**src/rtl/eth_tx_arb_pkg.sv**
```systemverilog
// rtl/eth_tx_arb_pkg.sv - shared types and helpers for the Ethernet TX arbiter
// Contents: arbiter state enum, id-width helper, default IFG and frame-limit constants.
package eth_tx_arb_pkg;

    typedef enum logic [1:0] {
        IDLE  = 2'd0,
        GRANT = 2'd1,
        DRAIN = 2'd2,
        GAP   = 2'd3
    } arb_state_e;

    localparam int DEF_IFG_CYCLES       = 24;
    localparam int DEF_MAX_FRAME_CYCLES = 4096;

    // Bits needed to hold values 0..n-1, never less than one.
    function automatic int id_width(input int n);
        return (n <= 2) ? 1 : $clog2(n);
    endfunction

endpackage

```
**src/rtl/eth_tx_arbiter_if.sv**
```systemverilog
// rtl/eth_tx_arbiter_if.sv - requester/MAC bundle of the Ethernet TX arbiter
// Signals: req/req_data/req_en/req_busy per requester, gnt/abort per requester,
// mac_data/mac_en/mac_busy toward the MAC, active and cur_id status.
// Modports: slave (arbiter side), master (requesters + MAC side).
interface eth_tx_arbiter_if #(
    parameter int N_REQ = 2
);
    import eth_tx_arb_pkg::*;

    localparam int ID_W = id_width(N_REQ);

    logic [N_REQ-1:0]   req;
    logic [8*N_REQ-1:0] req_data;
    logic [N_REQ-1:0]   req_en;
    logic [N_REQ-1:0]   req_busy;
    logic [N_REQ-1:0]   gnt;
    logic [N_REQ-1:0]   abort;
    logic [7:0]         mac_data;
    logic               mac_en;
    logic               mac_busy;
    logic               active;
    logic [ID_W-1:0]    cur_id;

    modport slave (
        input  req, req_data, req_en, mac_busy,
        output req_busy, gnt, abort, mac_data, mac_en, active, cur_id
    );

    modport master (
        output req, req_data, req_en, mac_busy,
        input  req_busy, gnt, abort, mac_data, mac_en, active, cur_id
    );

endinterface

```
**src/rtl/eth_tx_arbiter_rr_pick.sv**
```systemverilog
// rtl/eth_tx_arbiter_rr_pick.sv - combinational round-robin picker
// Ports: req_i (request vector), last_i (last winner) -> valid_o (any request),
// idx_o (first set request searching upward from last_i+1 with wrap).
module rr_pick
    import eth_tx_arb_pkg::*;
#(
    parameter int N_REQ = 2,
    parameter int ID_W  = id_width(N_REQ)
) (
    input  logic [N_REQ-1:0] req_i,
    input  logic [ID_W-1:0]  last_i,
    output logic             valid_o,
    output logic [ID_W-1:0]  idx_o
);

    logic            found;
    logic [ID_W-1:0] cand;

    always_comb begin
        found = 1'b0;
        cand  = '0;
        idx_o = '0;
        for (int k = 1; k <= N_REQ; k++) begin
            cand = ID_W'((int'(last_i) + k) % N_REQ);
            if (!found && req_i[cand]) begin
                found = 1'b1;
                idx_o = cand;
            end
        end
        valid_o = found;
    end

endmodule

```
**src/rtl/eth_tx_arbiter.sv**
```systemverilog
// rtl/eth_tx_arbiter.sv - round-robin arbiter sharing one MAC byte-send port
// Ports: clk, rst (async active-low), bus (eth_tx_arbiter_if.slave):
//   req/req_data/req_en in, req_busy/gnt/abort out per requester;
//   mac_data/mac_en out, mac_busy in; active, cur_id status out.
// Optional: ETH_TX_ARB_WATCHDOG_EN adds a grant-duration watchdog with abort
// pulse and per-requester re-grant mask; without it abort is held at 0.
module eth_tx_arbiter
    import eth_tx_arb_pkg::*;
#(
    parameter int N_REQ            = 2,
    parameter int IFG_CYCLES       = DEF_IFG_CYCLES,
    parameter int MAX_FRAME_CYCLES = DEF_MAX_FRAME_CYCLES
) (
    input  logic              clk,
    input  logic              rst,
    eth_tx_arbiter_if.slave   bus
);

    localparam int ID_W  = id_width(N_REQ);
    localparam int GAP_W = id_width(IFG_CYCLES);

    arb_state_e       state_q;
    logic [N_REQ-1:0] gnt_q;
    logic [ID_W-1:0]  cur_id_q;
    logic [ID_W-1:0]  last_q;
    logic [GAP_W-1:0] gap_q;

    logic [N_REQ-1:0] req_eff;
    logic             pick_valid;
    logic [ID_W-1:0]  pick_idx;
    logic [N_REQ-1:0] pick_onehot;
    logic [7:0]       req_bytes [N_REQ];

    for (genvar i = 0; i < N_REQ; i++) begin : g_bytes
        assign req_bytes[i] = bus.req_data[8*i +: 8];
    end

`ifdef ETH_TX_ARB_WATCHDOG_EN
    localparam int                WD_W     = $clog2(MAX_FRAME_CYCLES + 1);
    localparam logic [WD_W-1:0]   WD_LIMIT = WD_W'(MAX_FRAME_CYCLES - 1);

    logic [WD_W-1:0]  wdog_q;
    logic [N_REQ-1:0] abort_q;
    logic [N_REQ-1:0] mask_q;
    logic             wdog_fire;

    // Fires on the edge that would start grant cycle MAX_FRAME_CYCLES.
    assign wdog_fire = (state_q == GRANT) && bus.req[cur_id_q] && (wdog_q == WD_LIMIT);

    // An aborted requester stays masked until its req is sampled low once.
    always_ff @(posedge clk or negedge rst) begin
        if (!rst) begin
            mask_q <= '0;
        end else begin
            mask_q <= (mask_q & bus.req) | (wdog_fire ? gnt_q : '0);
        end
    end

    assign req_eff   = bus.req & ~mask_q;
    assign bus.abort = abort_q;
`else
    assign req_eff   = bus.req;
    assign bus.abort = '0;
`endif

    rr_pick #(
        .N_REQ (N_REQ),
        .ID_W  (ID_W)
    ) u_pick (
        .req_i   (req_eff),
        .last_i  (last_q),
        .valid_o (pick_valid),
        .idx_o   (pick_idx)
    );

    assign pick_onehot = N_REQ'(1) << pick_idx;

    always_ff @(posedge clk or negedge rst) begin
        if (!rst) begin
            state_q  <= IDLE;
            gnt_q    <= '0;
            cur_id_q <= '0;
            last_q   <= ID_W'(N_REQ - 1);
            gap_q    <= '0;
`ifdef ETH_TX_ARB_WATCHDOG_EN
            wdog_q   <= '0;
            abort_q  <= '0;
`endif
        end else begin
`ifdef ETH_TX_ARB_WATCHDOG_EN
            abort_q <= '0;
`endif
            unique case (state_q)
                IDLE: begin
                    if (pick_valid) begin
                        gnt_q    <= pick_onehot;
                        cur_id_q <= pick_idx;
                        last_q   <= pick_idx;
                        state_q  <= GRANT;
`ifdef ETH_TX_ARB_WATCHDOG_EN
                        wdog_q   <= '0;
`endif
                    end
                end
                GRANT: begin
                    if (!bus.req[cur_id_q]) begin
                        gnt_q   <= '0;
                        state_q <= DRAIN;
                    end
`ifdef ETH_TX_ARB_WATCHDOG_EN
                    else if (wdog_fire) begin
                        gnt_q   <= '0;
                        abort_q <= gnt_q;
                        state_q <= DRAIN;
                    end else begin
                        wdog_q  <= wdog_q + 1'b1;
                    end
`endif
                end
                DRAIN: begin
                    // Wait for the MAC to finish the last byte before the gap starts.
                    if (!bus.mac_busy) begin
                        if (IFG_CYCLES > 0) begin
                            gap_q   <= GAP_W'(IFG_CYCLES - 1);
                            state_q <= GAP;
                        end else begin
                            state_q <= IDLE;
                        end
                    end
                end
                GAP: begin
                    if (gap_q == '0) begin
                        state_q <= IDLE;
                    end else begin
                        gap_q <= gap_q - 1'b1;
                    end
                end
                default: state_q <= IDLE;
            endcase
        end
    end

    assign bus.gnt      = gnt_q;
    assign bus.cur_id   = cur_id_q;
    assign bus.active   = (state_q != IDLE);
    assign bus.mac_data = (gnt_q != '0) ? req_bytes[cur_id_q] : 8'h00;
    assign bus.mac_en   = bus.req_en[cur_id_q] & gnt_q[cur_id_q];
    assign bus.req_busy = ~gnt_q | {N_REQ{bus.mac_busy}};

endmodule

```
**src/flat_wrapper.sv**
```systemverilog
// flat-port wrapper written by rule: the top's interface ports become plain ports
module eth_tx_arbiter_flat import eth_tx_arb_pkg::*;
#(
    parameter int N_REQ            = 2,
    parameter int IFG_CYCLES       = DEF_IFG_CYCLES,
    parameter int MAX_FRAME_CYCLES = DEF_MAX_FRAME_CYCLES
)
  (clk, rst, bus_req, bus_req_data, bus_req_en, bus_mac_busy, bus_req_busy, bus_gnt, bus_abort, bus_mac_data, bus_mac_en, bus_active, bus_cur_id);
  eth_tx_arbiter_if #(.N_REQ(N_REQ)) bus_i ();
  input  logic clk;
  input  logic rst;
  input wire logic [$bits(bus_i.req)-1:0] bus_req;
  input wire logic [$bits(bus_i.req_data)-1:0] bus_req_data;
  input wire logic [$bits(bus_i.req_en)-1:0] bus_req_en;
  input wire logic [$bits(bus_i.mac_busy)-1:0] bus_mac_busy;
  output wire logic [$bits(bus_i.req_busy)-1:0] bus_req_busy;
  output wire logic [$bits(bus_i.gnt)-1:0] bus_gnt;
  output wire logic [$bits(bus_i.abort)-1:0] bus_abort;
  output wire logic [$bits(bus_i.mac_data)-1:0] bus_mac_data;
  output wire logic [$bits(bus_i.mac_en)-1:0] bus_mac_en;
  output wire logic [$bits(bus_i.active)-1:0] bus_active;
  output wire logic [$bits(bus_i.cur_id)-1:0] bus_cur_id;
  assign bus_i.req = bus_req;
  assign bus_i.req_data = bus_req_data;
  assign bus_i.req_en = bus_req_en;
  assign bus_i.mac_busy = bus_mac_busy;
  assign bus_req_busy = bus_i.req_busy;
  assign bus_gnt = bus_i.gnt;
  assign bus_abort = bus_i.abort;
  assign bus_mac_data = bus_i.mac_data;
  assign bus_mac_en = bus_i.mac_en;
  assign bus_active = bus_i.active;
  assign bus_cur_id = bus_i.cur_id;
  eth_tx_arbiter #(.N_REQ(N_REQ), .IFG_CYCLES(IFG_CYCLES), .MAX_FRAME_CYCLES(MAX_FRAME_CYCLES)) u_core (.clk(clk), .rst(rst), .bus(bus_i));
endmodule
```
**config.mk**
```make
export PLATFORM = sky130hd
export DESIGN_NAME = eth_tx_arbiter_flat
export DESIGN_NICKNAME = d
export VERILOG_FILES = /design/src/rtl/eth_tx_arb_pkg.sv /design/src/rtl/eth_tx_arbiter_if.sv /design/src/rtl/eth_tx_arbiter_rr_pick.sv /design/src/rtl/eth_tx_arbiter.sv /design/src/flat_wrapper.sv
export SDC_FILE = /design/constraint.sdc
export NUM_CORES = 1
export LEC_CHECK = 0
export BUFFER_PORTS_ARGS = -buffer_cell sky130_fd_sc_hd__buf_2
export CAP_MARGIN = 20
export CORE_AREA = 2 2 49 51
export CTS_CLUSTER_SIZE = 12
export DETAILED_ROUTE_END_ITERATION = 10
export DIE_AREA = 0 0 51 53
export GPL_ROUTABILITY_DRIVEN = 0
export HOLD_SLACK_MARGIN = 0.03
export PLACE_DENSITY = 0.74
export SETUP_SLACK_MARGIN = 0.2
export SKIP_CTS_REPAIR_TIMING = 1
export SYNTH_ARGS = -nofsm -noshare
export SYNTH_HDL_FRONTEND = slang
export SYNTH_SLANG_ARGS = --single-unit
export TNS_END_PERCENT = 20
```
**constraint.sdc**
```tcl
create_clock -name clk -period 1.5 [get_ports clk]
set_input_delay 0.075 -clock clk [delete_from_list [all_inputs] [get_ports clk]]
set_output_delay 0.075 -clock clk [all_outputs]
set_load 0.02 [all_outputs]
```
==> results by group <==
Clocking
  – # H-tree levels: 1
  – Clock Tree Root: clkbuf_4
  – CTS buffer count: 3
  – CTS Sinks: 11
  – Reg clk slew, reported paths: 0.07 ns
  – Worst skew pair latency: 0.27 ns
  – Clk buf depth: 2
  – TritonCTS clock tree: done

Finish
  – N_diodes: 0
  – Core Util, Final: 58.71%
  – Share of post-route cells with drive strength above 1: 49.31%
  – Nets@finish: 173
  – Area Growth Syn to Fin: 52.04%

Synthesis
  – Syn avg cell area: 8.920 µm²
  – Yosys warnings: 0
  – Post-synth cell types: 28
  – Top_reg_cell synth: dfrtp_1
  – Cell area after technology mapping: 829.5 µm²
  – Most area-hungry cell type in the Yosys netlist: dfrtp_1
  – Post-synth EDFFs: 0
  – Top-count cell post-synth: nor2_1
  – Ys async rst share: 100.0%
  – Sequential-to-total area share from yosys stat: 33.33%
  – Most frequent cells after synthesis: nor2_1, mux2i_1, dfrtp_1
  – Synth top area share: 30.17%
  – Synth area leaders: dfrtp_1, mux2i_1, ha_1, nor2_1, nand2_1
  – Register bit total from synthesis: 11
  – Syn Inst Count: 93

Route
  – Routed via count: 873
  – DR top layer: met4
  – Pre-antenna DRT Iters: 5
  – DRC: 0
  – Final ANT Viol Nets: 0
  – Met2 WL post-DR: 1.013 mm
  – Starting DRC count in detailed routing: 8
  – Vias per cell: 5.076
  – Drt wl/cell: 12.43 µm
  – Met3 routed WL: 136 µm
  – Drt total wl: 2.138 mm
  – Metal-1 WL: 941 µm

Global routing
  – Initial antenna violation count: 0
  – First-pass GRT wire length: 3.381 mm
  – Total gr overflow: 0
  – Vias in the first global route: 810
  – Total GRT Usage: 16.75%
  – Largest net degree at the start of global routing: 13

Place
  – IO buf count: 37
  – DPL Wire Length: 1.668 mm

Setup path
  – Startpoint Class: flip-flop
  – Critical path capture point type: flip-flop
  – CP max-delay cell: dfrtp_1
  – Worst R2R Path Depth: 6
  – R2r setup slk: -0.03 ns
  – WP data required: 1.66 ns
  – CP max stage delay: 0.39 ns
  – R2R Path End: u_core.state_q[1]$_DFFE_PN0P_
  – Worst path arrival time: 1.69 ns
  – Reg-to-reg startpoint: u_core.gap_q[1]$_DFFE_PN0P_
  – CP cell instances: inv_2 -> ha_4 -> nor3b_4 -> a21o_2 -> nand3_2 -> mux2_4
  – Buffers and inverters on the worst path: 1
  – CP Class: reg2reg
  – Delay-heaviest family, CP: flip-flops
  – Maximum fanout along the worst path: 3

Job
  – Max-cap violations: 0

Power
  – Clk network pwr share: 8.0%
  – Switching pwr: 0.001160 W
  – Leakage power: 0.6463 nW
  – Combinational power share: 70.3%
  – Pwr dens: 2064 nW/µm²
  – Cell Int Power: 0.001442 W
  – Sw Share: 44.59%
  – Peak VDD IR: 1291 µV
  – Sequential power share: 21.8%

Timing
  – Setup violators final: 3
  – Fin. max-slew vios: 0
  – RSZ-0062 raised after global routing: true
  – Final hold violation count: 0
  – PnR worst setup slack: -0.03030 ns
  – Skew final: 0.005930 ns
  – Period utilisation layout: 102.0%
  – Post-layout min period: 1.530 ns
  – Fmax: 653.5 MHz
  – Total negative slack: -0.06561 ns

Floorplanning
  – Die area: 2703 µm²
  – Core ar.: 2148 µm²
  – Initial Util: 38.61%
  – Die Ht: 53 µm
  – Die X: 51 µm
  – IO Pins: 40
  – Row count: 17

Worst hold path
  – Hold Crit Endpoint: u_core.last_q$_DFFE_PN1P_
  – Cell depth of the worst hold path: 3
  – Hold_sp: bus_req[1]
  – Min-delay worst type: in2reg

Outcome
  – Run status: complete, but fails checks
  – Failing checks: setup timing
-- cells in the final DEF, fill, tap and decap left out, drive strengths merged, types with 3 or more instances in the layout --
master   synthesis  routed
inv              8       8
nor2            14      14
dfrtp           10      10
nand2            9       9
buf              3      48
ha               5       5
o21ai            5       5
a21oi            5       5
a2bb2oi          3       3
mux2i           12      12
clkbuf           0       4
-- worst max-delay path by stage --
stage	startpoint	end	slack, ns	cells past startpoint
after detailed placement	u_core.gap_q[1]$_DFFE_PN0P_	u_core.state_q[1]$_DFFE_PN0P_	-0.04	6
after CTS	u_core.gap_q[1]$_DFFE_PN0P_	u_core.state_q[1]$_DFFE_PN0P_	-0.05	6
final	u_core.gap_q[1]$_DFFE_PN0P_	u_core.state_q[1]$_DFFE_PN0P_	-0.03	6
after global placement	u_core.gap_q[1]$_DFFE_PN0P_	u_core.state_q[1]$_DFFE_PN0P_	0.02	6
after floorplan	u_core.gap_q[0]$_DFFE_PN0P_	u_core.state_q[1]$_DFFE_PN0P_	-0.03	6
after global routing	u_core.gap_q[1]$_DFFE_PN0P_	u_core.state_q[1]$_DFFE_PN0P_	-0.1	6
-- power groups by stage --
stage | Clock (W) | Combinational, W | Sequential, W
after floorplan | 0 | 0.00101 | 0.000580
after global placement | 0 | 0.00154 | 0.000538
after detailed placement | 0 | 0.00159 | 0.000544
after CTS | 0.000213 | 0.00159 | 0.000540
after global routing | 0.000233 | 0.00199 | 0.000583
final | 0.000207 | 0.00183 | 0.000567
-- worst register-to-register path: stages (launching register included) --
cell and delay [ns]:
dfrtp_1 0.39, inv_2 0.07, ha_4 0.13, nor3b_4 0.22
a21o_2 0.20, nand3_2 0.09, mux2_4 0.30
-- per-stage QoR --
stage               setup slack [ns]  area [µm²]  hold slack (ns)  power [W]  cells
global route                -0.09686        1261          0.08842   0.002805    172
detailed placement          -0.03548        1131         -0.03419   0.002131    167
floorplan                   -0.02936       848.3          -0.2206   0.001590     94
finish                      -0.03030        1261          0.09067   0.002603    172
global placement             0.02004        1131         -0.03420   0.002079    167
CTS                         -0.05113        1157          -0.3330   0.002341    171
-- sequential cells by signal, indices dropped and copies added, names as in the netlist --
signal             count
u_core.last_q          1
u_core.gap_q           5
u_core.state_q         2
u_core.bus.cur_id      1
u_core.bus.gnt         2
-- kinds of logic after synthesis --
family,after synthesis,share of synthesized area [%]
muxes,14,18.10
and+or+nand+nor,31,17.04
DFF,11,33.33
AOI/OAI and AO/OA,20,17.50
buffers and inverters,11,6.032
other,1,0.4521
adders and majority gates,5,7.541
-- per-layer routing --
metal / vias to the layer above / track usage [%]
li1: 419 / -
met1: 416 / 18.82
met2: 31 / 29.22
met3: 7 / 3.390
met4: 0 / 9.910
met5: - / 0
-- cell type report --
type,count,area [µm²]
fill,204,887.1
clock buffer,4,26.28
inverter,8,30.03
timing repair buffer,49,316.6
sequential,11,277.8
multi-input combinational,72,575.6
tap,28,35.03
No activity file was read; power rests on OpenSTA's default activity.
